<file path="config.mk">
export PLATFORM = sky130hd
export DESIGN_NAME = ramdisk_arbiter
export DESIGN_NICKNAME = d
export VERILOG_FILES = /design/src/rtl/ramdisk_arbiter.sv
export SDC_FILE = /design/constraint.sdc
export NUM_CORES = 1
export LEC_CHECK = 0
export BUFFER_PORTS_ARGS = -buffer_cell sky130_fd_sc_hd__buf_2
export CAP_MARGIN = 25
export CORE_MARGIN = 2
export CORE_UTILIZATION = 42
export CTS_CLUSTER_DIAMETER = 100
export DETAILED_ROUTE_END_ITERATION = 7
export PLACE_DENSITY = 0.76
export SYNTH_ARGS = -nofsm -noshare
export SYNTH_HDL_FRONTEND = slang
export SYNTH_SLANG_ARGS = --single-unit
</file>
<file path="constraint.sdc">
create_clock -name clk -period 1.5 [get_ports clk]
set_input_delay 0.15 -clock clk [delete_from_list [all_inputs] [get_ports clk]]
set_output_delay 0.15 -clock clk [all_outputs]
set_load 0.005 [all_outputs]
</file>
<file path="src/rtl/ramdisk_arbiter.sv">
// Three-way arbiter sharing one byte-wide SDRAM port between video fetch,
// the CPU (through the RAM-disk mapper) and the host loader.
module ramdisk_arbiter #(
    parameter int LD_STARVE = 4,
    parameter int TIMEOUT   = 32
) (
    input  logic        clk,
    input  logic        reset_n,
    input  logic        vid_req,
    input  logic [15:0] vid_addr,
    output logic        vid_ack,
    output logic [7:0]  vid_dout,
    input  logic        cpu_req,
    input  logic        cpu_we,
    input  logic [2:0]  cpu_page,
    input  logic [15:0] cpu_addr,
    input  logic [7:0]  cpu_din,
    output logic        cpu_ack,
    output logic [7:0]  cpu_dout,
    input  logic        ld_req,
    input  logic        ld_we,
    input  logic [2:0]  ld_page,
    input  logic [15:0] ld_addr,
    input  logic [7:0]  ld_din,
    output logic        ld_ack,
    output logic [7:0]  ld_dout,
    output logic        mem_req,
    output logic        mem_we,
    output logic [18:0] mem_addr,
    output logic [7:0]  mem_din,
    input  logic        mem_ack,
    input  logic [7:0]  mem_dout,
    output logic [1:0]  grant,
    output logic        err
);
    localparam int SW = $clog2(LD_STARVE + 1);
    localparam int TW = $clog2(TIMEOUT + 1);
    localparam logic [SW-1:0] STARVE_MAX = SW'(LD_STARVE);
    localparam logic [TW-1:0] TIMER_MAX  = TW'(TIMEOUT - 1);

    localparam logic [1:0] G_NONE = 2'd0;
    localparam logic [1:0] G_VID  = 2'd1;
    localparam logic [1:0] G_CPU  = 2'd2;
    localparam logic [1:0] G_LD   = 2'd3;

    typedef enum logic [1:0] {IDLE, BUSY, DONE} state_t;

    state_t        state_q, state_d;
    logic [1:0]    grant_q, grant_d;
    logic          mem_req_q, mem_req_d;
    logic          mem_we_q, mem_we_d;
    logic [18:0]   mem_addr_q, mem_addr_d;
    logic [7:0]    mem_din_q, mem_din_d;
    logic [7:0]    vid_dout_q, vid_dout_d;
    logic [7:0]    cpu_dout_q, cpu_dout_d;
    logic [7:0]    ld_dout_q, ld_dout_d;
    logic [SW-1:0] starve_q, starve_d;
    logic [TW-1:0] timer_q, timer_d;
    logic          err_q, err_d;
    logic [1:0]    winner;
    logic          resp_valid;
    logic [7:0]    resp_data;

    always_comb begin
        state_d    = state_q;
        grant_d    = grant_q;
        mem_req_d  = mem_req_q;
        mem_we_d   = mem_we_q;
        mem_addr_d = mem_addr_q;
        mem_din_d  = mem_din_q;
        starve_d   = starve_q;
        timer_d    = timer_q;
        err_d      = err_q;
        winner     = G_NONE;
        resp_valid = 1'b0;
        resp_data  = 8'h00;

        unique case (state_q)
            IDLE: begin
                if (vid_req || cpu_req || ld_req) begin
                    // A starved loader jumps the CPU but never video.
                    if (vid_req)
                        winner = G_VID;
                    else if (ld_req && starve_q == STARVE_MAX)
                        winner = G_LD;
                    else if (cpu_req)
                        winner = G_CPU;
                    else
                        winner = G_LD;

                    case (winner)
                        G_VID: begin
                            mem_we_d   = 1'b0;
                            mem_addr_d = {3'b000, vid_addr};
                            mem_din_d  = 8'h00;
                        end
                        G_CPU: begin
                            mem_we_d   = cpu_we;
                            mem_addr_d = {cpu_page, cpu_addr};
                            mem_din_d  = cpu_din;
                        end
                        default: begin
                            mem_we_d   = ld_we;
                            mem_addr_d = {ld_page, ld_addr};
                            mem_din_d  = ld_din;
                        end
                    endcase

                    if (winner == G_LD)
                        starve_d = '0;
                    else if (ld_req && starve_q != STARVE_MAX)
                        starve_d = starve_q + SW'(1);

                    grant_d   = winner;
                    mem_req_d = 1'b1;
                    timer_d   = '0;
                    state_d   = BUSY;
                end
            end
            BUSY: begin
                if (mem_ack) begin
                    resp_valid = 1'b1;
                    resp_data  = mem_dout;
                end else if (timer_q == TIMER_MAX) begin
                    resp_valid = 1'b1;
                    resp_data  = 8'hFF;
                    err_d      = 1'b1;
                end else begin
                    timer_d = timer_q + TW'(1);
                end
                if (resp_valid) begin
                    mem_req_d = 1'b0;
                    mem_we_d  = 1'b0;
                    mem_din_d = 8'h00;
                    state_d   = DONE;
                end
            end
            DONE: begin
                grant_d = G_NONE;
                state_d = IDLE;
            end
            default: begin
                state_d = IDLE;
            end
        endcase
    end

    // Only the owner's read-data register captures the response.
    always_comb begin
        vid_dout_d = vid_dout_q;
        cpu_dout_d = cpu_dout_q;
        ld_dout_d  = ld_dout_q;
        if (resp_valid) begin
            case (grant_q)
                G_VID:   vid_dout_d = resp_data;
                G_CPU:   cpu_dout_d = resp_data;
                G_LD:    ld_dout_d  = resp_data;
                default: ;
            endcase
        end
    end

    always_ff @(posedge clk) begin
        if (!reset_n) begin
            state_q    <= IDLE;
            grant_q    <= G_NONE;
            mem_req_q  <= 1'b0;
            mem_we_q   <= 1'b0;
            mem_addr_q <= '0;
            mem_din_q  <= '0;
            vid_dout_q <= '0;
            cpu_dout_q <= '0;
            ld_dout_q  <= '0;
            starve_q   <= '0;
            timer_q    <= '0;
            err_q      <= 1'b0;
        end else begin
            state_q    <= state_d;
            grant_q    <= grant_d;
            mem_req_q  <= mem_req_d;
            mem_we_q   <= mem_we_d;
            mem_addr_q <= mem_addr_d;
            mem_din_q  <= mem_din_d;
            vid_dout_q <= vid_dout_d;
            cpu_dout_q <= cpu_dout_d;
            ld_dout_q  <= ld_dout_d;
            starve_q   <= starve_d;
            timer_q    <= timer_d;
            err_q      <= err_d;
        end
    end

    assign vid_ack  = (state_q == DONE) && (grant_q == G_VID);
    assign cpu_ack  = (state_q == DONE) && (grant_q == G_CPU);
    assign ld_ack   = (state_q == DONE) && (grant_q == G_LD);
    assign vid_dout = vid_dout_q;
    assign cpu_dout = cpu_dout_q;
    assign ld_dout  = ld_dout_q;
    assign mem_req  = mem_req_q;
    assign mem_we   = mem_we_q;
    assign mem_addr = mem_addr_q;
    assign mem_din  = mem_din_q;
    assign grant    = grant_q;
    assign err      = err_q;
endmodule
</file>
# After elaboration in Yosys (flattened, before gate mapping)
# Index checks and enable logic that the tools add are counted.
dict set report word_totals {
  regBits 67
}
dict set report classes {
  addsub 2
  n_eq_ne 15
  n_mux 34
  bitwise 1
  n_reduce_logical 21
}
# cell n
set ops {}
lappend ops {{8-bit two-way mux} 5}
lappend ops {{19-bit case mux with 2 select lines} 1}
lappend ops {{8-bit case mux with 2 select lines} 2}
lappend ops {{6-bit two-way mux} 3}
lappend ops {{2-bit two-way mux} 6}
lappend ops {{6-bit case mux with 2 select lines} 1}
lappend ops {{2-bit AND reduction} 6}
lappend ops {{2-bit equality test, second input constant} 5}
lappend ops {{1-bit two-way mux} 9}
lappend ops {{3-bit AND reduction} 3}
lappend ops {{2-bit != test, second input constant} 4}
lappend ops {{2-bit case mux with 2 select lines} 2}
lappend ops {{6-bit by 1-bit adder with 6-bit output, second input constant} 1}
lappend ops {{2-bit by 1-bit equality test with 1-bit output, second input constant} 3}
lappend ops {{6-bit by 5-bit equality test with 1-bit output, second input constant} 1}
lappend ops {{3-bit two-way mux} 2}
lappend ops {{1-bit case mux with 2 select lines} 3}
lappend ops {{2-bit nonzero test} 3}
lappend ops {{1-bit logical AND} 5}
lappend ops {{4-bit AND reduction} 1}
lappend ops {{3-bit by 1-bit adder with 3-bit output, second input constant} 1}
lappend ops {{3-bit equality test, second input constant} 1}
lappend ops {{3-bit != test, second input constant} 1}
lappend ops {{2-bit logical NOT} 1}
lappend ops {{other kinds (2)} 3}

# Logic depth before layout (Yosys ltp)
dict set report depth {
  depth_word 10
  mapped_depth 8
  depth_no_buf 6
}

# Worst setup path after synthesis
# Ideal clock, no wire load.
dict set report synth_timing {
  path_type {register to register}
  startpoint {reg starve_q[0]}
  endpoint {reg mem_addr_q[10], in the netlist mem_addr[10]}
  arrival_ns 1.395
  required_time_ns 1.380
  setup_slack_ns -0.014
  stages_incl_launch_ff 9
  n_path_buf 2
  path_cell_list {dfxtp_1 > inv_1 > ha_1 > nand4b_4 > and2_4 > buf_6 > buf_6 > o21ai_2 > o21ai_1}
}
dict set report synth_between {
  elab_chain_len 8
  word_cells_on_any_way 9
}
# element line
set synth_rtl {}
lappend synth_rtl {{start, declared} 57} ;# logic [SW-1:0] starve_q, starve_d;
lappend synth_rtl {{start signal, assigned} 187} ;# starve_q <= starve_d;
lappend synth_rtl {{3-bit equality test (*)} 84} ;# else if (ld_req && starve_q == STARVE_MAX)
lappend synth_rtl {{1-bit logical AND (*)} 84}
lappend synth_rtl {{1-bit two-way mux (*)} 84}
lappend synth_rtl {{2-bit two-way mux (*)} 82} ;# if (vid_req)
lappend synth_rtl {{2-bit two-way mux (*)} 80} ;# if (vid_req || cpu_req || ld_req) begin
lappend synth_rtl {{2-bit two-way mux (*)} 78} ;# unique case (state_q)
lappend synth_rtl {{2-bit equality test / 2-bit by 1-bit equality test with 1-bit output (equally long branches)} 91} ;# case (winner)
lappend synth_rtl {{19-bit case mux with 2 select lines (*)} 91}
lappend synth_rtl {{end signal, assigned} 182} ;# mem_addr_q <= mem_addr_d;
lappend synth_rtl {{end, declared} 52} ;# logic [18:0] mem_addr_q, mem_addr_d;
# Mark *: on every way between the ends. The rest lies on a longest branch, timed or not. The select of a mux whose other input is x is not followed.
# A chain may end at the register's enable or synchronous reset.

# Worst setup path in the final report
dict set report layout_timing {
  startpoint {reg timer_q[1]}
  endpoint {reg timer_q[5]}
}
dict set report layout_between {
  elab_chain_len 4
  word_cells_on_any_way 7
}
# element line
set layout_rtl {}
lappend layout_rtl {{start, declared} 58} ;# logic [TW-1:0] timer_q, timer_d;
lappend layout_rtl {{start signal, assigned} 188} ;# timer_q <= timer_d;
lappend layout_rtl {{6-bit by 1-bit adder with 6-bit output} 129} ;# timer_d = timer_q + TW'(1);
lappend layout_rtl {{6-bit two-way mux} 124} ;# end else if (timer_q == TIMER_MAX) begin
lappend layout_rtl {{6-bit two-way mux} 121} ;# if (mem_ack) begin
lappend layout_rtl {{6-bit case mux with 2 select lines} 78}
# Several ways; a longest one is shown, not always the timed one. The select of a mux whose other input is x is not followed.

==> metrics <==
number of global-route vias before repair=~3000; worst path cell trace=ha_4 > and3_4 > buf_4 > a211oi_4 > a41oi_1 > a31oi_1; ys async rst share=0%; critical path depth=6; Crit. End Element=flip-flop; Leak Pwr=slightly above 0.002 uW; 1st-iter DRT viols=~140; die area=between 8000 and 9000 um2; Synth Warn #=0; Pwr Density=roughly 970 nW/um2; Final Cycle Share=a little over nine tenths; Root Buffer=clkbuf_8; max_cap viols=0; via count=approximately 3100; ANT nets after route=0; Hold Path Stages=3; Post-CTS Setup Inserts=0; WP data arrival=between 1.5 and 2 ns; Synth top area share=between 40 and 50%; post-synthesis cell area=3190 um2; syn_area_per_cell=~10 um2; largest net degree at the start of global routing=26; first-pass GRT wire length=about 14 mm; unrepaired setup endpoints after global routing=true; Nets=between 500 and 600; initial antenna violation count=0; Worst slew margin=between 70% and 80%; Die X=a little over 90 um; post-synth cell types=between 50 and 60; wire per inst=about 15 um; leading area contributor after synthesis=dfxtp_1; Rows=31; syn_nets=405; Max Fanout on Critical Path=3; CTS H-tree depth=3; Reg2Reg Depth=6; WP data required=1.77 ns; Post-CTS Hold Buffers=0; Critical-path top delay cell=dfxtp_2; outcome=finished clean; Num CTS Buffers=9; dpl hpwl=~6.5 mm; final hold vios=0; clock sink total=67; synth top area cells=dfxtp_1, o221a_2, nand3_1, mux2i_1, o21ai_0; pre-CTS setup slack=-0.0128 ns; Non-Filler Instances=roughly 570; Pins Over Slew Limit=0; io pins=between 100 and 150; Initial DRT Pass Iterations=4; setup ws final=around 0.04 ns; number of synthesized flops with an enable pin=0; Clock Pin Slew Worst Setup and Hold Paths=about 0.07 ns; Area growth, synth to finish=36.1%; Yosys reg bits=between 60 and 70; total grt overflow=0; Initial Util=43.8%; Core Area=roughly 7300 um2; Seq/Total Area, Yosys=42.0%; worst-skew pair later-pin latency=between 0.3 and 0.4 ns; setup tns final=0 ns; Clock Tree Buf Depth=2; Final setup violation count=0; final WL=about 8.5 mm; fillcell total=about 630; worst hold slack=0.0661 ns; Buf/Inv on CP=1; Max Freq=around 700 MHz; VDD IR max=around 450 uV; minimum clock period=roughly 1.5 ns; clk_skew=about 0.0080 ns; Port-buffer cells=between 100 and 150; CTS tree=built; top_reg_cell synth=dfxtp_1; GPL Wtd Cong=0.859; die height=between 90 and 100 um; Antenna diodes=0; total power=around 4200 uW; layout cells sized above 1=between 50% and 60%; CP top delay family=compound AO/OA/AOI/OAI gates; Worst-Margin Slew=between 0.3 and 0.4 ns; via/cell ratio=roughly 5.3; crit-path max cell delay=about 0.34 ns; critical path class=reg -> reg; DRC=0; all-layer global routing usage=about a fifth; Mapped Cells=approximately 320; Tightest Hold Check Type=in -> reg; Startpoint Class=flip-flop; placed insts=roughly 550
-- cells in the final DEF, fill, tap and decap left out, types with 3 or more instances in the layout --
| cell | instances |
|---|---|
| dfxtp_1 | 62 |
| dfxtp_2 | 5 |
| nor2_1 | 11 |
| a21oi_1 | 4 |
| o21ai_1 | 12 |
| a221oi_1 | 3 |
| nand2_1 | 7 |
| o221a_2 | 24 |
| buf_4 | 16 |
| nand2b_1 | 9 |
| o21ai_0 | 17 |
| a22oi_1 | 9 |
| o21a_1 | 4 |
| buf_2 | 144 |
| o2bb2ai_1 | 9 |
| clkbuf_8 | 10 |
| o21ai_2 | 10 |
| and3_1 | 3 |
| mux2i_1 | 16 |
| nand3_1 | 33 |
| clkbuf_1 | 4 |
| inv_1 | 6 |
| nor2_4 | 4 |
-- cell type report --
| cell class | count | area [um2] | area share, % |
|---|---|---|---|
| tap | 99 | 124 | 2.85 |
| timing repair buffer | 164 | 903 | 20.8 |
| sequential | 67 | 1350 | 31.0 |
| clock inverter | 2 | 35.0 | 0.806 |
| clock buffer | 14 | 153 | 3.51 |
| inverter | 7 | 26.3 | 0.605 |
| multi-input combinational | 218 | 1760 | 40.4 |
-- through the flow --
stage | util, % | area [um2]
2_1_floorplan | - | 3200
3_3_place_gp | 55.7 | 4060
3_5_place_dp | 55.7 | 4060
4_1_cts | 58.5 | 4270
5_1_grt | 59.6 | 4340
6_report | 59.6 | 4340
-- power by group --
part | total, uW | internal, uW | switching [uW]
Clock | 1460 | 814 | 644
Sequential | 1970 | 1890 | 76.6
Combinational | 774 | 379 | 395
-- cell families (layout without fill, tap and decap cells) --
group / count (synthesis) / in the layout / synth area share [%]
AO/OA/AOI/OAI: 107 / 107 / 28.1
XOR/XNOR: 2 / 2 / 0.549
adder cells (fa/ha/maj): 3 / 3 / 1.18
buffers and inverters: 31 / 187 / 5.37
flip-flops: 67 / 67 / 42.0
multiplexers: 16 / 16 / 5.02
AND/OR/NAND/NOR: 90 / 90 / 17.8
-- layer usage --
layer | routed length, um | part of all wire [%] | vias to the layer above | global-route usage [%]
met3 | 653 | 7.7 | 16 | 5.48
met5 | 0 | 0 | - | 0
met2 | 4160 | 49 | 141 | 35.7
met1 | 3500 | 41 | 1380 | 23.2
met4 | 160 | 1.9 | 0 | 7.32
li1 | - | - | 1513 | -
-- synthesized netlist by cell type, drive strengths merged, types with 3 or more instances --
library cell,number
dfxtp,67
o21ai,39
nand3,36
o221a,24
mux2i,16
nor2,15
buf,12
clkbuf,12
nand2b,10
a22oi,9
o2bb2ai,9
nand2,8
inv,7
a21oi,5
and3,4
o21a,4
a221oi,3
ha,3
nand3b,3
-- path summary, 6_finish.rpt --
check / startpoint / endpoint / slack, ns
min reg2reg: mem_addr[9] / mem_addr[9] / 0.46
max reg2reg: timer_q[1] / timer_q[5] / 0.04
min: ld_page[1] / mem_addr[17] / 0.07
max: timer_q[1] / timer_q[5] / 0.04
-- sequential cells by signal (all words and copies together), names as in the netlist --
name,flops
mem_we,1
mem_din,8
vid_dout,8
mem_req,1
err,1
timer_q,6
cpu_dout,8
grant,2
ld_dout,8
state_q,2
starve_q,3
mem_addr,19
-- worst min-delay path: stages --
cell and delay, ns:
buf_2 0.07, a221oi_1 0.06, nor2_1 0.09
-- repair_timing --
item,4_1_cts,5_1_grt
gates resized for setup,4,19
pin swaps,1,4
gates cloned,0,1
setup endpoints to repair,27,43
Note: power is estimated with default switching activity, not from simulation.
